===== config.mk =====
export PLATFORM = sky130hd
export DESIGN_NAME = lcd_hd44780_responder
export DESIGN_NICKNAME = d
export VERILOG_FILES = /design/src/rtl/lcd_pkg.sv /design/src/rtl/lcd_ddram.sv /design/src/rtl/lcd_hd44780_responder.sv
export SDC_FILE = /design/constraint.sdc
export NUM_CORES = 1
export LEC_CHECK = 0
export ABC_CLOCK_PERIOD_IN_PS = 4630
export CAP_MARGIN = 10
export CORE_MARGIN = 4
export CORE_UTILIZATION = 28
export CTS_CLUSTER_SIZE = 12
export DETAILED_ROUTE_END_ITERATION = 16
export GPL_TIMING_DRIVEN = 0
export HOLD_SLACK_MARGIN = 0.08
export REMOVE_ABC_BUFFERS = 1
export SYNTH_ARGS = -nofsm -noshare
export SYNTH_HDL_FRONTEND = slang
export SYNTH_SLANG_ARGS = --single-unit

===== constraint.sdc =====
create_clock -name clk -period 4.63 [get_ports clk]
set_clock_uncertainty 0.05 [all_clocks]
set_input_delay 0.6945 -clock clk [delete_from_list [all_inputs] [get_ports clk]]
set_output_delay 0.6945 -clock clk [all_outputs]
set_load 0.05 [all_outputs]

===== src/rtl/lcd_pkg.sv =====
// Shared definitions for the HD44780-style LCD responder.
// Holds the instruction prefix masks and opcodes, DDRAM geometry, the line
// boundary addresses, the controller state enum, and helpers for mapping the
// address counter to a physical DDRAM index and for stepping it with wrap.
package lcd_pkg;

  localparam logic [7:0] SPACE       = 8'h20;
  localparam int         DDRAM_DEPTH = 80;
  localparam logic [6:0] DDRAM_LIMIT = 7'd80;
  localparam logic [6:0] LAST_IDX    = 7'd79;

  // Address-counter line boundaries
  localparam logic [6:0] LINE1_END       = 7'h27;
  localparam logic [6:0] LINE2_START     = 7'h40;
  localparam logic [6:0] LINE2_END       = 7'h67;
  localparam logic [6:0] ONE_LINE_END    = 7'h4F;
  localparam logic [6:0] LINE2_PHYS_BASE = 7'd40;

  // Instruction decode: (data & mask) == op, tested from the highest bit down
  localparam logic [7:0] MSK_SET_DDRAM = 8'h80, OP_SET_DDRAM = 8'h80;
  localparam logic [7:0] MSK_SET_CGRAM = 8'hC0, OP_SET_CGRAM = 8'h40;
  localparam logic [7:0] MSK_FUNC_SET  = 8'hE0, OP_FUNC_SET  = 8'h20;
  localparam logic [7:0] MSK_SHIFT     = 8'hF0, OP_SHIFT     = 8'h10;
  localparam logic [7:0] MSK_DISP_CTRL = 8'hF8, OP_DISP_CTRL = 8'h08;
  localparam logic [7:0] MSK_ENTRY     = 8'hFC, OP_ENTRY     = 8'h04;
  localparam logic [7:0] MSK_HOME      = 8'hFE, OP_HOME      = 8'h02;
  localparam logic [7:0] MSK_CLEAR     = 8'hFF, OP_CLEAR     = 8'h01;

  typedef enum logic [2:0] {
    ST_INIT_FILL,
    ST_IDLE,
    ST_CLR_FILL,
    ST_CLR_WAIT,
    ST_CMD_WAIT
  } lcd_state_e;

  function automatic logic op_match(input logic [7:0] d, input logic [7:0] msk,
                                    input logic [7:0] op);
    return (d & msk) == op;
  endfunction

  // Physical DDRAM index for an address counter value; may exceed 79 for
  // addresses outside the valid ranges, which the RAM treats as unmapped.
  function automatic logic [6:0] phys(input logic [6:0] ac, input logic two_ln);
    logic [6:0] r;
    if (two_ln) begin
      if (ac[6]) r = LINE2_PHYS_BASE + {1'b0, ac[5:0]};
      else       r = {1'b0, ac[5:0]};
    end else begin
      r = ac;
    end
    return r;
  endfunction

  function automatic logic [6:0] ac_step(input logic [6:0] ac, input logic inc,
                                         input logic two_ln);
    logic [6:0] r;
    if (inc) begin
      if (two_ln && ac == LINE1_END)         r = LINE2_START;
      else if (two_ln && ac == LINE2_END)    r = '0;
      else if (!two_ln && ac == ONE_LINE_END) r = '0;
      else                                   r = ac + 7'd1;
    end else begin
      if (ac == '0)                          r = two_ln ? LINE2_END : ONE_LINE_END;
      else if (two_ln && ac == LINE2_START)  r = LINE1_END;
      else                                   r = ac - 7'd1;
    end
    return r;
  endfunction

  function automatic logic addr_valid(input logic [6:0] a, input logic two_ln);
    logic r;
    if (two_ln) r = (a <= LINE1_END) || ((a >= LINE2_START) && (a <= LINE2_END));
    else        r = (a <= ONE_LINE_END);
    return r;
  endfunction

endpackage


===== src/rtl/lcd_ddram.sv =====
// 80x8 display data RAM.
// Ports: clk/rst_n; one synchronous write port (we, waddr, wdata); one
// asynchronous read port (raddr -> rdata) for bus reads; one registered
// inspection port (char_addr -> char_out, 1-cycle latency, reset to 0).
// Indices >= 80 are unmapped: writes are dropped and reads return 0.
// The RAM array itself is never reset.
module lcd_ddram
  import lcd_pkg::*;
(
  input  logic       clk,
  input  logic       rst_n,
  input  logic       we,
  input  logic [6:0] waddr,
  input  logic [7:0] wdata,
  input  logic [6:0] raddr,
  output logic [7:0] rdata,
  input  logic [6:0] char_addr,
  output logic [7:0] char_out
);

  logic [7:0] mem [DDRAM_DEPTH];
  logic [7:0] char_q, char_d;

  always_ff @(posedge clk) begin
    if (we && (waddr < DDRAM_LIMIT)) mem[waddr] <= wdata;
  end

  always_comb begin
    rdata  = (raddr < DDRAM_LIMIT) ? mem[raddr] : 8'h00;
    char_d = (char_addr < DDRAM_LIMIT) ? mem[char_addr] : 8'h00;
  end

  // Read-before-write: a location written this cycle shows its old value here.
  always_ff @(posedge clk or negedge rst_n) begin
    if (!rst_n) char_q <= 8'h00;
    else        char_q <= char_d;
  end

  assign char_out = char_q;

endmodule


===== src/rtl/lcd_hd44780_responder.sv =====
// Controller-side model of an HD44780 character LCD bus.
// Ports: clk, rst (async active-low); bus inputs LCD_E/LCD_RS/LCD_RW/LCD_DATA;
// bus read outputs LCD_DOUT/LCD_DOE; status outputs busy, addr_ctr, disp_on,
// cursor_on, blink_on, two_line, viol (1-cycle pulse); inspection port
// char_addr -> char_out (registered).
//
// state        | meaning
// -------------+-------------------------------------------------------------
// ST_INIT_FILL | after reset: write 0x20 to all 80 locations, one per cycle
// ST_IDLE      | not busy, accepting instructions and data
// ST_CLR_FILL  | Clear Display: 80-cycle 0x20 fill, then AC=0 and ID=1
// ST_CLR_WAIT  | remainder of the Clear Display busy time
// ST_CMD_WAIT  | busy time of any other accepted access
module lcd_hd44780_responder
  import lcd_pkg::*;
#(
  parameter int CLEAR_CYCLES = 1640,
  parameter int CMD_CYCLES   = 40
) (
  input  logic       clk,
  input  logic       rst,
  input  logic       LCD_E,
  input  logic       LCD_RS,
  input  logic       LCD_RW,
  input  logic [7:0] LCD_DATA,
  output logic [7:0] LCD_DOUT,
  output logic       LCD_DOE,
  output logic       busy,
  output logic [6:0] addr_ctr,
  output logic       disp_on,
  output logic       cursor_on,
  output logic       blink_on,
  output logic       two_line,
  output logic       viol,
  input  logic [6:0] char_addr,
  output logic [7:0] char_out
);

  localparam int MAX_CYC = (CLEAR_CYCLES > CMD_CYCLES) ? CLEAR_CYCLES : CMD_CYCLES;
  localparam int CNT_W   = $clog2(MAX_CYC + 1);
  localparam logic [CNT_W-1:0] CLEAR_LOAD = CNT_W'(CLEAR_CYCLES - 1);
  localparam logic [CNT_W-1:0] CMD_LOAD   = CNT_W'(CMD_CYCLES - 1);

  lcd_state_e       state_q, state_d;
  logic [CNT_W-1:0] cnt_q, cnt_d;
  logic [6:0]       fill_idx_q, fill_idx_d;

  logic       e_s1_q, e_s1_d, e_s2_q, e_s2_d, e_prev_q, e_prev_d;
  logic       cap_rs_q, cap_rs_d, cap_rw_q, cap_rw_d;
  logic [7:0] cap_data_q, cap_data_d;

  logic [6:0] ac_q, ac_d;
  logic       id_q, id_d, shift_q, shift_d;
  logic       dl_q, dl_d, font_q, font_d;
  logic       two_line_q, two_line_d;
  logic       disp_q, disp_d, cursor_q, cursor_d, blink_q, blink_d;
  logic       cg_mode_q, cg_mode_d;
  logic       viol_q, viol_d;

  logic       e_fall, is_idle, go_cmd;
  logic [6:0] phys_ac;
  logic       ram_we;
  logic [6:0] ram_waddr;
  logic [7:0] ram_wdata, ram_rdata;

  // DL, F and S are held for completeness but do not affect behaviour.
  logic       unused_cfg;
  assign unused_cfg = ^{dl_q, font_q, shift_q};

  assign e_fall  = e_prev_q & ~e_s2_q;
  assign is_idle = (state_q == ST_IDLE);
  assign phys_ac = phys(ac_q, two_line_q);

  always_comb begin
    e_s1_d     = LCD_E;
    e_s2_d     = e_s1_q;
    e_prev_d   = e_s2_q;
    cap_rs_d   = cap_rs_q;
    cap_rw_d   = cap_rw_q;
    cap_data_d = cap_data_q;
    // Bus fields track the pins while E is high; the last values seen before
    // the falling edge form the transaction.
    if (e_s2_q) begin
      cap_rs_d   = LCD_RS;
      cap_rw_d   = LCD_RW;
      cap_data_d = LCD_DATA;
    end
  end

  always_comb begin
    state_d    = state_q;
    cnt_d      = cnt_q;
    fill_idx_d = fill_idx_q;
    ac_d       = ac_q;
    id_d       = id_q;
    shift_d    = shift_q;
    dl_d       = dl_q;
    font_d     = font_q;
    two_line_d = two_line_q;
    disp_d     = disp_q;
    cursor_d   = cursor_q;
    blink_d    = blink_q;
    cg_mode_d  = cg_mode_q;
    viol_d     = 1'b0;
    go_cmd     = 1'b0;
    ram_we     = 1'b0;
    ram_waddr  = phys_ac;
    ram_wdata  = cap_data_q;

    case (state_q)
      ST_INIT_FILL, ST_CLR_FILL: begin
        ram_we     = 1'b1;
        ram_waddr  = fill_idx_q;
        ram_wdata  = SPACE;
        fill_idx_d = fill_idx_q + 7'd1;
        if (state_q == ST_CLR_FILL) cnt_d = cnt_q - CNT_W'(1);
        if (fill_idx_q == LAST_IDX) begin
          fill_idx_d = '0;
          if (state_q == ST_INIT_FILL) begin
            state_d = ST_IDLE;
          end else begin
            ac_d = '0;
            id_d = 1'b1;
            // CLEAR_CYCLES == 80 leaves no wait phase after the fill.
            if (cnt_q == '0) begin
              state_d = ST_IDLE;
              cnt_d   = '0;
            end else begin
              state_d = ST_CLR_WAIT;
            end
          end
        end
      end
      ST_CLR_WAIT, ST_CMD_WAIT: begin
        if (cnt_q == '0) state_d = ST_IDLE;
        else             cnt_d   = cnt_q - CNT_W'(1);
      end
      default: ;
    endcase

    if (e_fall) begin
      if (cap_rw_q) begin
        // Status reads have no side effects; data reads step AC when idle.
        if (cap_rs_q) begin
          if (is_idle) begin
            ac_d   = ac_step(ac_q, id_q, two_line_q);
            go_cmd = 1'b1;
          end else begin
            viol_d = 1'b1;
          end
        end
      end else if (!is_idle) begin
        viol_d = 1'b1;
      end else if (cap_rs_q) begin
        // Data written while in CG mode is accepted but not stored.
        if (!cg_mode_q) begin
          ram_we = 1'b1;
          ac_d   = ac_step(ac_q, id_q, two_line_q);
        end
        go_cmd = 1'b1;
      end else if (op_match(cap_data_q, MSK_SET_DDRAM, OP_SET_DDRAM)) begin
        cg_mode_d = 1'b0;
        if (addr_valid(cap_data_q[6:0], two_line_q)) begin
          ac_d = cap_data_q[6:0];
        end else begin
          ac_d   = '0;
          viol_d = 1'b1;
        end
        go_cmd = 1'b1;
      end else if (op_match(cap_data_q, MSK_SET_CGRAM, OP_SET_CGRAM)) begin
        cg_mode_d = 1'b1;
        go_cmd    = 1'b1;
      end else if (op_match(cap_data_q, MSK_FUNC_SET, OP_FUNC_SET)) begin
        dl_d       = cap_data_q[4];
        two_line_d = cap_data_q[3];
        font_d     = cap_data_q[2];
        go_cmd     = 1'b1;
      end else if (op_match(cap_data_q, MSK_SHIFT, OP_SHIFT)) begin
        if (!cap_data_q[3]) ac_d = ac_step(ac_q, cap_data_q[2], two_line_q);
        go_cmd = 1'b1;
      end else if (op_match(cap_data_q, MSK_DISP_CTRL, OP_DISP_CTRL)) begin
        disp_d   = cap_data_q[2];
        cursor_d = cap_data_q[1];
        blink_d  = cap_data_q[0];
        go_cmd   = 1'b1;
      end else if (op_match(cap_data_q, MSK_ENTRY, OP_ENTRY)) begin
        id_d    = cap_data_q[1];
        shift_d = cap_data_q[0];
        go_cmd  = 1'b1;
      end else if (op_match(cap_data_q, MSK_HOME, OP_HOME)) begin
        ac_d   = '0;
        go_cmd = 1'b1;
      end else if (op_match(cap_data_q, MSK_CLEAR, OP_CLEAR)) begin
        state_d    = ST_CLR_FILL;
        fill_idx_d = '0;
        cnt_d      = CLEAR_LOAD;
      end
    end

    if (go_cmd) begin
      state_d = ST_CMD_WAIT;
      cnt_d   = CMD_LOAD;
    end
  end

  always_ff @(posedge clk or negedge rst) begin
    if (!rst) begin
      state_q    <= ST_INIT_FILL;
      cnt_q      <= '0;
      fill_idx_q <= '0;
      e_s1_q     <= 1'b0;
      e_s2_q     <= 1'b0;
      e_prev_q   <= 1'b0;
      cap_rs_q   <= 1'b0;
      cap_rw_q   <= 1'b0;
      cap_data_q <= 8'h00;
      ac_q       <= '0;
      id_q       <= 1'b1;
      shift_q    <= 1'b0;
      dl_q       <= 1'b0;
      font_q     <= 1'b0;
      two_line_q <= 1'b0;
      disp_q     <= 1'b0;
      cursor_q   <= 1'b0;
      blink_q    <= 1'b0;
      cg_mode_q  <= 1'b0;
      viol_q     <= 1'b0;
    end else begin
      state_q    <= state_d;
      cnt_q      <= cnt_d;
      fill_idx_q <= fill_idx_d;
      e_s1_q     <= e_s1_d;
      e_s2_q     <= e_s2_d;
      e_prev_q   <= e_prev_d;
      cap_rs_q   <= cap_rs_d;
      cap_rw_q   <= cap_rw_d;
      cap_data_q <= cap_data_d;
      ac_q       <= ac_d;
      id_q       <= id_d;
      shift_q    <= shift_d;
      dl_q       <= dl_d;
      font_q     <= font_d;
      two_line_q <= two_line_d;
      disp_q     <= disp_d;
      cursor_q   <= cursor_d;
      blink_q    <= blink_d;
      cg_mode_q  <= cg_mode_d;
      viol_q     <= viol_d;
    end
  end

  lcd_ddram u_ddram (
    .clk       (clk),
    .rst_n     (rst),
    .we        (ram_we),
    .waddr     (ram_waddr),
    .wdata     (ram_wdata),
    .raddr     (phys_ac),
    .rdata     (ram_rdata),
    .char_addr (char_addr),
    .char_out  (char_out)
  );

  assign busy      = ~is_idle;
  assign addr_ctr  = ac_q;
  assign disp_on   = disp_q;
  assign cursor_on = cursor_q;
  assign blink_on  = blink_q;
  assign two_line  = two_line_q;
  assign viol      = viol_q;
  assign LCD_DOE   = e_s2_q & cap_rw_q;
  assign LCD_DOUT  = LCD_DOE ? (cap_rs_q ? ram_rdata : {busy, ac_q}) : 8'h00;

endmodule

* Word level (Yosys, flattened, before mapping)
Memory sizes are Yosys's and may differ from the RTL's. Cells that the tools add are included.
Storage, ports and cells: output and inout bits 30, logic and storage cells 210, bits in writable memories 640, flip-flop bits (word level) 56, memories kept 1, input bits 20
Cells by class: bitwise operators 10, add/subtract/negate cells 5, magnitude comparators 7, muxes and demuxes 136, reduce and logical (&&, ||, !) cells 17, eq/ne operators 16
Memory list:
- u_ddram.mem | words 80, bits a word 8, read ports 2, clocked after memory_dff 0, wr ports 1, RTL line lcd_ddram.sv:21 | logic [7:0] mem [DDRAM_DEPTH];
Operators by type and width (count):
- two-way mux 7 bit | 43
- two-way mux 11 bit | 18
- two-way mux 1 bit | 50
- two-way mux 3 bit | 15
- two-way mux 8 bit | 5
- == test 7 bit (second input constant) | 4
- one-hot mux 11 bit (2 select lines) | 1
- < comparator 7 bit (second input constant) | 3
- adder 7 x 1 -> 7 bit (second input constant) | 2
- <= comparator 7 bit (second input constant) | 2
- zero test 11 bit | 1
- subtractor 11 x 1 -> 11 bit (second input constant) | 1
- AND reduction 9 bit | 1
- == test 8 x 1 -> 1 bit (second input constant) | 1
- inverter 1 bit | 8
- adder 6 x 6 -> 7 bit (first input constant) | 1
- == test 7 x 1 -> 1 bit (second input constant) | 1
- == test 7 x 6 -> 1 bit (second input constant) | 1
- >= comparator 7 bit (second input constant) | 1
- <= comparator 7 x 6 -> 1 bit (second input constant) | 1
- zero test 7 bit | 1
- AND reduction 7 bit | 1
- subtractor 7 x 1 -> 7 bit (second input constant) | 1
- == test 3 x 1 -> 1 bit (second input constant) | 2
- 17 further kinds | 26

* Depth between registers and ports, before layout
Gate-level depths: netlist (run 1).
depth in word-level cells 19, depth in mapped cells 15, mapped depth without buffers 8

* Hierarchy
From an unflattened synthesis (run 1), not the netlist that was laid out.
Unflattened totals: cell total of the unflattened synthesis 1978, area, all modules 34052.7 um^2
By module, submodules not included:
- lcd_ddram | seq. area each 19418.6 um^2, instances 1, area each 30474.2 um^2, cells an instance 1550
- lcd_hd44780_responder | seq. area each 1202.4 um^2, instances 1, area each 3578.4 um^2, cells an instance 428

* Least setup slack after synthesis (run 1)
OpenSTA, ideal clock, no wires.
path kind reg-to-output, start register ac_q[3], in the netlist addr_ctr[3], end output LCD_DOUT[0], cell stages (with the launch flop) 10, data required time 3885 ps, setup slack -88 ps, data arrival time 3974 ps, path buffers 1, cell sequence dfrtp_1 -> clkbuf_1 -> inv_1 -> ha_1 -> nand4_1 -> a21oi_1 -> a41oi_1 -> nor2_1 -> or4_1 -> a221oi_1
On the way: cells in the longest elaborated chain, start to end 7, elaborated cells between the ends (all ways) 8, those cells by class 1 x add/sub; 1 x order compare; 5 x mux; 1 x memory
RTL lines:
- from (decl) | RTL line lcd_hd44780_responder.sv:52 | logic [6:0] ac_q, ac_d;
- from (signal assigned) | RTL line lcd_hd44780_responder.sv:217 | ac_q <= '0;
- from (signal assigned) | RTL line lcd_hd44780_responder.sv:238 | ac_q <= ac_d;
- adder 6 x 6 -> 7 bit | RTL line lcd_pkg.sv:47 | if (ac[6]) r = LINE2_PHYS_BASE + {1'b0, ac[5:0]};
- two-way mux 7 bit | RTL line lcd_pkg.sv:47
- two-way mux 7 bit (*) | RTL line lcd_pkg.sv:46 | if (two_ln) begin
- memory (80 x 8 bit) / < comparator 7 bit (equally long branches)
- two-way mux 8 bit (*) | RTL line lcd_ddram.sv:29 | rdata = (raddr < DDRAM_LIMIT) ? mem[raddr] : 8'h00;
- two-way mux 8 bit (*) (2 in series) | RTL line lcd_hd44780_responder.sv:272 | assign LCD_DOUT = LCD_DOE ? (cap_rs_q ? ram_rdata : {busy, ac_q}) : 8'h00;
- to (decl) | RTL line lcd_hd44780_responder.sv:26 | output logic [7:0] LCD_DOUT,
Every way passes the cells marked *; elsewhere a longest branch is shown, timed or not.

* Final worst setup path (run 1)
start register cap_rs_q, end memory u_ddram.mem[74][6], enable pin
On the way: cells in the longest elaborated chain, start to end 7
RTL lines:
- from (decl) | RTL line lcd_hd44780_responder.sv:49 | logic cap_rs_q, cap_rs_d, cap_rw_q, cap_rw_d;
- from (signal assigned) | RTL line lcd_hd44780_responder.sv:235 | cap_rs_q <= cap_rs_d;
- two-way mux 1 bit | RTL line lcd_hd44780_responder.sv:154 | end else if (cap_rs_q) begin
- two-way mux 1 bit | RTL line lcd_hd44780_responder.sv:152 | end else if (!is_idle) begin
- two-way mux 1 bit | RTL line lcd_hd44780_responder.sv:142 | if (cap_rw_q) begin
- two-way mux 1 bit | RTL line lcd_hd44780_responder.sv:141 | if (e_fall) begin
- logical AND 1 bit | RTL line lcd_ddram.sv:25 | if (we && (waddr < DDRAM_LIMIT)) mem[waddr] <= wdata;
- two-way mux 1 bit | RTL line lcd_ddram.sv:25
- two-way mux 1 bit (implied by the code) | RTL line lcd_ddram.sv:25
- to (decl) | RTL line lcd_ddram.sv:21
No other way between the ends.

==> qor.json, run 1 <==
{
  "postLayoutCellArea_mm2": 0.0393,
  "drt-total-wl_um": 98900,
  "timing.hold.worst.start": "e_s1_q",
  "syn2layout_area_growth_pct": 15.4,
  "timing.max_slew.rel_slack_pct": 10.9,
  "placed_area_mm2": 0.0364,
  "power-per-cell-area_mw_per_mm2": 345,
  "setup_repair_after_global_routing_missed_its_margin": "yes",
  "total_number_of_yosys_warnings": 0,
  "grt_start_max_net_pins": 93,
  "clock-root-buffer": "sky130_fd_sc_hd__clkbuf_16",
  "core_mm2": 0.120,
  "finalSetupViolations": 0,
  "clkLatencyLatePin_ps": 630,
  "starting_utilization_of_the_core_area_pct": 28.3,
  "drcViolationCount": 0,
  "reg2reg_setup_slack_ps": 40,
  "r2r_start": "cap_rs_q",
  "final_net_count": 1999,
  "tightestPinTransition_ps": 1330,
  "post_drt_via_cell_ratio": 5.53,
  "synth_top_area_share_pct": 56.4,
  "die-width_um": 357,
  "startpoint_kind_of_the_worst_setup_timing_path": "register",
  "cts-root-to-sink-buffers": 3,
  "minimum_clock_period_ps": 4590,
  "power.ir.vdd_worst_uv": 233,
  "multiInputGateArea_mm2": 0.0129,
  "synthDistinctLibCells": 82,
  "placementRows": 127,
  "hold_path.class": "reg -> reg",
  "dp.final_hpwl_um": 64400,
  "timing.critical_path.arrival_ps": 4780,
  "synthArstFlopShare_pct": 8.05,
  "synth-seq-cells": 696,
  "tritoncts.num_buffers": 77,
  "required_ps": 4820,
  "drtIter0Drc": 2388,
  "port_buffers": 49,
  "grt-ovfl-total": 0,
  "grtUsageTotal_pct": 15.2,
  "timing.reg2reg.worst_path_depth": 6,
  "ws_path_type": "reg -> reg",
  "cellLeakagePower_uw": 0.0100,
  "power_uw": 13600,
  "whs_path_depth": 0,
  "grt_first_pass_wirelength_um": 143000,
  "synth.area.top_cells": "sky130_fd_sc_hd__edfxtp_1, sky130_fd_sc_hd__mux4_2, sky130_fd_sc_hd__dfrtp_1",
  "postSynth.topFlopCell": "sky130_fd_sc_hd__edfxtp_1",
  "setup-tns-final_ps": 0,
  "ioPinCount": 50,
  "timing.final.crit_share_pct": 99.2,
  "cts_max_level": 3,
  "post_synth_inst_count": 1946,
  "dr_total_vias": 20200,
  "critical_path_peak_fanout": 20,
  "die_height_um": 357,
  "remaining_antenna_violation_count": 0,
  "synth_largest_area_cell": "sky130_fd_sc_hd__edfxtp_1",
  "syn-mean-instance-area_um2": 17.5,
  "fmax_mhz": 218,
  "worst_hold_margin_ps": 306,
  "whs_endpoint": "e_prev_d",
  "first_global_vias": 20200,
  "rr_endpoint": "u_ddram.mem[74][6]",
  "timing.critical_path.to_type": "register",
  "finalHoldViolCount": 0,
  "detail_route.wl_per_cell_um": 27.1,
  "synth_seq_area_share_pct": 60.5,
  "tritoncts": "done",
  "die_outline_area_mm2": 0.127,
  "antenna_found_initial": 4,
  "drive_gt1_share_pct": 31.9,
  "numClockSinks": 696,
  "slew_viol_final": 0,
  "drv.max_cap_violation_count": 0,
  "edff_count_synth": 640,
  "worst_setup_hold_path_clk_slew_ps": 60,
  "run_status": "complete, no violations",
  "fillers": 11400,
  "place_congestion": 0.925,
  "mappedNetlistArea_mm2": 0.0341,
  "ff_latch_area_mm2": 0.0206,
  "firstDrtPassIters": 6
}
==> power by group <==
part	total, uW	switching (uW)	leakage, uW	internal (uW)
clock	5810	2520	0.00114	3290
combinational	877	572	0.00365	305
sequential	6870	84.0	0.00523	6790
==> placed cells by master (no fill, tap or decap), drive strengths merged, types with 19 or more instances in the layout <==
master	instances
edfxtp	640
mux4	354
nor2	135
nand2	101
clkbuf	101
a21oi	56
dfrtp	55
buf	49
mux2i	44
mux2	39
clkdlybuf4s50	36
a211oi	34
o21ai	33
clkinv	31
nand3	25
a22oi	22
o22ai	21
nor3	19
==> kinds of logic (layout without fill, tap and decap cells) <==
group                      after synthesis  in the layout  synth area share (%)
muxes                                  437            437                  26.0
xor gates and xnor gates                10             10                 0.257
AOI/OAI and AO/OA                      253            253                  5.15
other                                    0              2                     0
DFF                                    696            696                  60.5
adders and majority gates                6              6                 0.220
and+or+nand+nor                        383            383                  5.43
buffers and inverters                  161            248                  2.42
==> cells in the mapped netlist, types with 5 or more instances <==
cell type / number
sky130_fd_sc_hd__a22oi_1: 22
sky130_fd_sc_hd__dfrtp_1: 55
sky130_fd_sc_hd__nand3_1: 25
sky130_fd_sc_hd__edfxtp_1: 640
sky130_fd_sc_hd__nand4_1: 6
sky130_fd_sc_hd__and3_1: 8
sky130_fd_sc_hd__buf_4: 7
sky130_fd_sc_hd__nand2_1: 101
sky130_fd_sc_hd__mux2_2: 31
sky130_fd_sc_hd__nor3b_1: 5
sky130_fd_sc_hd__buf_6: 8
sky130_fd_sc_hd__inv_1: 15
sky130_fd_sc_hd__ha_1: 6
sky130_fd_sc_hd__nand3b_1: 8
sky130_fd_sc_hd__buf_2: 36
sky130_fd_sc_hd__nor2_1: 135
sky130_fd_sc_hd__buf_1: 12
sky130_fd_sc_hd__buf_8: 8
sky130_fd_sc_hd__mux2_1: 8
sky130_fd_sc_hd__nor3_1: 18
sky130_fd_sc_hd__mux4_2: 354
sky130_fd_sc_hd__a31oi_1: 8
sky130_fd_sc_hd__or3_1: 7
sky130_fd_sc_hd__clkbuf_1: 74
sky130_fd_sc_hd__o31ai_1: 6
sky130_fd_sc_hd__or3b_2: 5
sky130_fd_sc_hd__o22ai_1: 21
sky130_fd_sc_hd__o221ai_1: 6
sky130_fd_sc_hd__a21oi_1: 56
sky130_fd_sc_hd__mux2i_1: 44
sky130_fd_sc_hd__o32ai_1: 6
sky130_fd_sc_hd__a211o_1: 6
sky130_fd_sc_hd__a211oi_1: 33
sky130_fd_sc_hd__o21ai_1: 9
sky130_fd_sc_hd__or4_1: 5
sky130_fd_sc_hd__o21ai_0: 23
sky130_fd_sc_hd__xnor2_1: 8
sky130_fd_sc_hd__nand2b_1: 11
sky130_fd_sc_hd__and2_1: 14
sky130_fd_sc_hd__nor2b_1: 14
sky130_fd_sc_hd__a221oi_1: 8
==> flip-flops by register name, indices dropped and copies added (netlist names), 3 cells and up <==
register,flops
u_ddram.mem,640
cnt_q,11
cap_data_q,8
u_ddram.char_out,8
addr_ctr,7
fill_idx_q,7
state_q,3
==> worst max path at each step <==
stage                     cells after the start         from  slack, ps            endpoint
after floorplan                               6  addr_ctr[0]      -5660         LCD_DOUT[0]
after detailed placement                      8  addr_ctr[6]       -730         LCD_DOUT[0]
final                                         6     cap_rs_q         40  u_ddram.mem[74][6]
after global placement                        7  addr_ctr[0]      -9440         LCD_DOUT[0]
after CTS                                     9  addr_ctr[3]        -10         LCD_DOUT[4]
after global routing                          6     cap_rs_q       -220  u_ddram.mem[74][6]
==> layer usage <==
layer	GRT usage, %	wire length (um)
met4	4.83	2980
met2	24.3	47200
met1	20.6	38500
met3	3.51	10300
met5	0	0
==> final cells by class <==
type | count | share of cell area (%)
flip-flops and latches | 696 | 52.5
multi-input cells | 1089 | 32.9
clock buffers | 99 | 5.16
well taps | 1612 | 5.13
repair buffers | 93 | 3.30
clock inverters | 40 | 0.850
inverters | 16 | 0.172
diodes | 2 | 0.0127
==> worst max-delay path, cell delays in order, from the launching register on <==
cell	delay (ps)
sky130_fd_sc_hd__dfrtp_1	780
sky130_fd_sc_hd__inv_1	490
sky130_fd_sc_hd__nor3_1	600
sky130_fd_sc_hd__o311ai_1	280
sky130_fd_sc_hd__a21boi_1	330
sky130_fd_sc_hd__nand2_1	570
sky130_fd_sc_hd__nor2_1	1090
==> stage by stage <==
| step | cells | util (%) | setup slack (ps) |
|---|---|---|---|
| 6_report | 3647 | 32.7 | 37.0 |
| 5_1_grt | 3645 | 32.7 | -221 |
| 4_1_cts | 3638 | 32.4 | -12.2 |
| 3_5_place_dp | 3486 | 30.3 | -728 |
| 3_3_place_gp | 3462 | 29.8 | -9440 |
| 2_1_floorplan | 1801 | - | -5660 |
==> what timing repair did <==
item | 4_1_cts | 5_1_grt
cloned | 1 | 2
resized for setup | 62 | 68
buffers inserted | 11 | 3
setup endpoints to repair | 388 | 390
hold buffers | 1 | 0
pin swaps | 1 | 0
endpoints found under the hold margin | 20 | 0
No activity file was read; power rests on OpenSTA's default activity.
==> run 2, diff against run 1 <==
ABC_AREA = 1   (was default)
==> run 2 against run 1 <==
  * Clock power increased by 4.1%
  * Sequential power is 0.7% lower
  * Worst hold slack lost 140 ps
  * Combinational power decreased by 4.0%
  * Register-to-register slack gained 350 ps
  * Non-clock buffer count increased by 11
  * Cell area up 4.9%
  * Synthesized cell count grew 110%
  * Fmax decreased by 0.49%
  * Largest cell class unchanged
  * Largest power group unchanged
  * Highest routed layer unchanged
==> qor.json, run 2 <==
{
  "first_global_vias": 28600,
  "drcViolationCount": 0,
  "starting_utilization_of_the_core_area_pct": 28.3,
  "die-width_um": 366,
  "antenna_found_initial": 2,
  "firstDrtPassIters": 6,
  "grt_first_pass_wirelength_um": 181000,
  "worst_setup_hold_path_clk_slew_ps": 60,
  "route.met3.wl_um": 12800,
  "edff_count_synth": 640,
  "synth_seq_area_share_pct": 57.6,
  "remaining_antenna_violation_count": 0,
  "detail_route.wl_per_cell_um": 22.0,
  "mostFrequentLayoutCell": "sky130_fd_sc_hd__nand2_1",
  "postCtsHoldBufs": 0,
  "mappedNetlistArea_mm2": 0.0358,
  "dp.final_hpwl_um": 71900,
  "tritoncts.num_buffers": 78,
  "final_net_count": 3979,
  "post_synth_inst_count": 4039,
  "synth_largest_area_cell": "sky130_fd_sc_hd__edfxtp_1",
  "clkLatencyLatePin_ps": 620,
  "synthDistinctLibCells": 46,
  "die_outline_area_mm2": 0.134,
  "highest_layer_used_for_signal_routing": "met4",
  "critical_path_peak_fanout": 26,
  "grtUsageTotal_pct": 17.4,
  "timing.max_slew.rel_slack_pct": 31.2,
  "grt_start_max_net_pins": 142,
  "drtIter0Drc": 4241,
  "reg2reg_setup_slack_ps": 390,
  "crit_end": "LCD_DOUT[4]",
  "timing.final.crit_share_pct": 99.7,
  "clock-root-buffer": "sky130_fd_sc_hd__clkbuf_16",
  "power_uw": 13700,
  "power.ir.vdd_worst_uv": 325,
  "die_height_um": 366,
  "power-per-cell-area_mw_per_mm2": 332,
  "rr_endpoint": "u_ddram.mem[21][4]",
  "finalHoldViolCount": 0,
  "cts_max_level": 3,
  "cellLeakagePower_uw": 0.0151,
  "max_flop_register": "u_ddram.mem",
  "largest_reg_flops": 640,
  "placed_area_mm2": 0.0384,
  "detailed_routed_wire_length_on_met2_um": 56000,
  "postLayoutCellArea_mm2": 0.0412,
  "r2r_start": "e_prev_d",
  "grt-ovfl-total": 0,
  "synth_top_area_share_pct": 53.6,
  "final.setup.worst_slack_ps": 14.5,
  "tightestPinTransition_ps": 1030,
  "place_congestion": 0.874,
  "most_frequent_cells_after_synthesis": "sky130_fd_sc_hd__nand2_1, sky130_fd_sc_hd__edfxtp_1, sky130_fd_sc_hd__nand3_1",
  "port_buffers": 49,
  "hold_path.class": "in -> async",
  "setup_ws_pre_cts_ps": -1410,
  "layout.cells.non_filler": 5663,
  "minimum_clock_period_ps": 4620,
  "timing.reg2reg.worst_path_depth": 7,
  "finalSetupViolations": 0,
  "final_core_occ_pct": 32.6,
  "most-common-layout-cells": "sky130_fd_sc_hd__nand2_1, sky130_fd_sc_hd__edfxtp_1, sky130_fd_sc_hd__nand3_1",
  "cts-root-to-sink-buffers": 3,
  "drt-total-wl_um": 124000,
  "drive_gt1_share_pct": 5.91,
  "postSynth.topFlopCell": "sky130_fd_sc_hd__edfxtp_1",
  "dr_total_vias": 30900,
  "ioPinCount": 50,
  "synthArstFlopShare_pct": 8.05,
  "post-place-cells": 5501,
  "placementRows": 130,
  "tritoncts": "done",
  "core_mm2": 0.126,
  "numClockSinks": 696,
  "timing.critical_path.arrival_ps": 3870,
  "fmax_mhz": 217,
  "run_status": "complete, no violations",
  "required_ps": 3890,
  "slew_viol_final": 0,
  "yosysMostFrequentCell": "sky130_fd_sc_hd__nand2_1",
  "syn-mean-instance-area_um2": 8.87,
  "ws_path_type": "reg -> out",
  "post_drt_via_cell_ratio": 5.46,
  "synth.area.top_cells": "sky130_fd_sc_hd__edfxtp_1, sky130_fd_sc_hd__nand2_1, sky130_fd_sc_hd__nand3_1",
  "synth-seq-cells": 696,
  "route.layer.met1.wl_um": 50500,
  "layout_top_registers": "u_ddram.mem x640, cnt_q x11",
  "startpoint_kind_of_the_worst_setup_timing_path": "register",
  "cp-startpoint": "addr_ctr[3]",
  "setup_repair_after_global_routing_missed_its_margin": "yes",
  "total_number_of_yosys_warnings": 0,
  "syn2layout_area_growth_pct": 15.1,
  "drv.max_cap_violation_count": 0,
  "timing.critical_path.to_type": "output pin"
}
run 2: changes by cell type after synthesis, sizes merged, moves of 234 or more:
cell,delta
a21oi,+271
inv,+234
mux4,-354
nand2,+697
nand3,+562
nor2,+303
o21ai,+428
run 2: how the worst min path moves through the flow:
| stage | to | startpoint | slack (ps) | cells after the start |
|---|---|---|---|---|
| 2_1_floorplan | e_prev_d | e_s1_q | 280 | 0 |
| 3_3_place_gp | e_prev_d | e_s1_q | 280 | 0 |
| 3_5_place_dp | e_prev_d | e_s1_q | 290 | 0 |
| 4_1_cts | cap_data_q[7] | rst | 150 | 1 |
| 5_1_grt | viol | rst | 200 | 1 |
| 6_report | e_prev_d | rst | 170 | 1 |
run 2: cell type report:
class	instances	area (um2)
fillers	12700	85100
flip-flops and latches	696	20600
multi-input cells	2816	13300
clock buffers	101	2080
well taps	1650	2060
repair buffers	104	1750
inverters	254	1020
clock inverters	37	350
repair inverters	3	25.0
diodes	2	5.00
run 2: power by group:
| group | switching (uW) | internal [uW] | leakage, uW |
|---|---|---|---|
| combinational | 614 | 228 | 0.00867 |
| clock | 2550 | 3500 | 0.00118 |
| sequential | 36.8 | 6780 | 0.00525 |
| total | 3200 | 10500 | 0.0151 |
run 2: timing repair:
item | CTS | global route
buffers inserted | 11 | 0
cloned | 7 | 4
hold endpoints to repair | 0 | 0
pin swaps | 1 | 1
resized for setup | 52 | 10
endpoints found under the setup margin | 372 | 8
run 2: metal layers:
layer / vias to the layer above / track usage (%)
li1: 14000 / -
met2: 1759 / 27.5
met3: 302 / 3.00
met5: - / 0
met4: 0 / 7.54
met1: 14900 / 23.6
run 2: cells by family (layout without fill, tap and decap cells):
family / Yosys count / in the layout / synth area share [%]
AND/OR/NAND/NOR: 1883 / 1884 / 22.5
AO/OA/AOI/OAI: 915 / 915 / 13.7
flip-flops: 696 / 696 / 57.6
buffers and inverters: 528 / 499 / 5.69
XOR/XNOR: 11 / 11 / 0.269
adder cells (fa/ha/maj): 6 / 6 / 0.210
other: 0 / 2 / 0
run 2: stage by stage:
stage	hold WS, ps	TNS (ps)
after floorplan	281	-5967400
after global placement	283	-
after detailed placement	289	-55260
after CTS	155	0
after global routing	201	-6.58
final	168	0
run 2: worst max-delay path: stages (launching register included):
cell	delay [ps]
sky130_fd_sc_hd__dfrtp_1	560
sky130_fd_sc_hd__inv_1	230
sky130_fd_sc_hd__nand2_1	140
sky130_fd_sc_hd__nand2_4	240
sky130_fd_sc_hd__buf_16	270
sky130_fd_sc_hd__clkinvlp_4	170
sky130_fd_sc_hd__buf_4	180
sky130_fd_sc_hd__nand3_1	180
sky130_fd_sc_hd__nand3_1	140
sky130_fd_sc_hd__nand3_1	220
sky130_fd_sc_hd__nand2_1	230
sky130_fd_sc_hd__a21oi_1	260
sky130_fd_sc_hd__clkdlybuf4s18_2	400
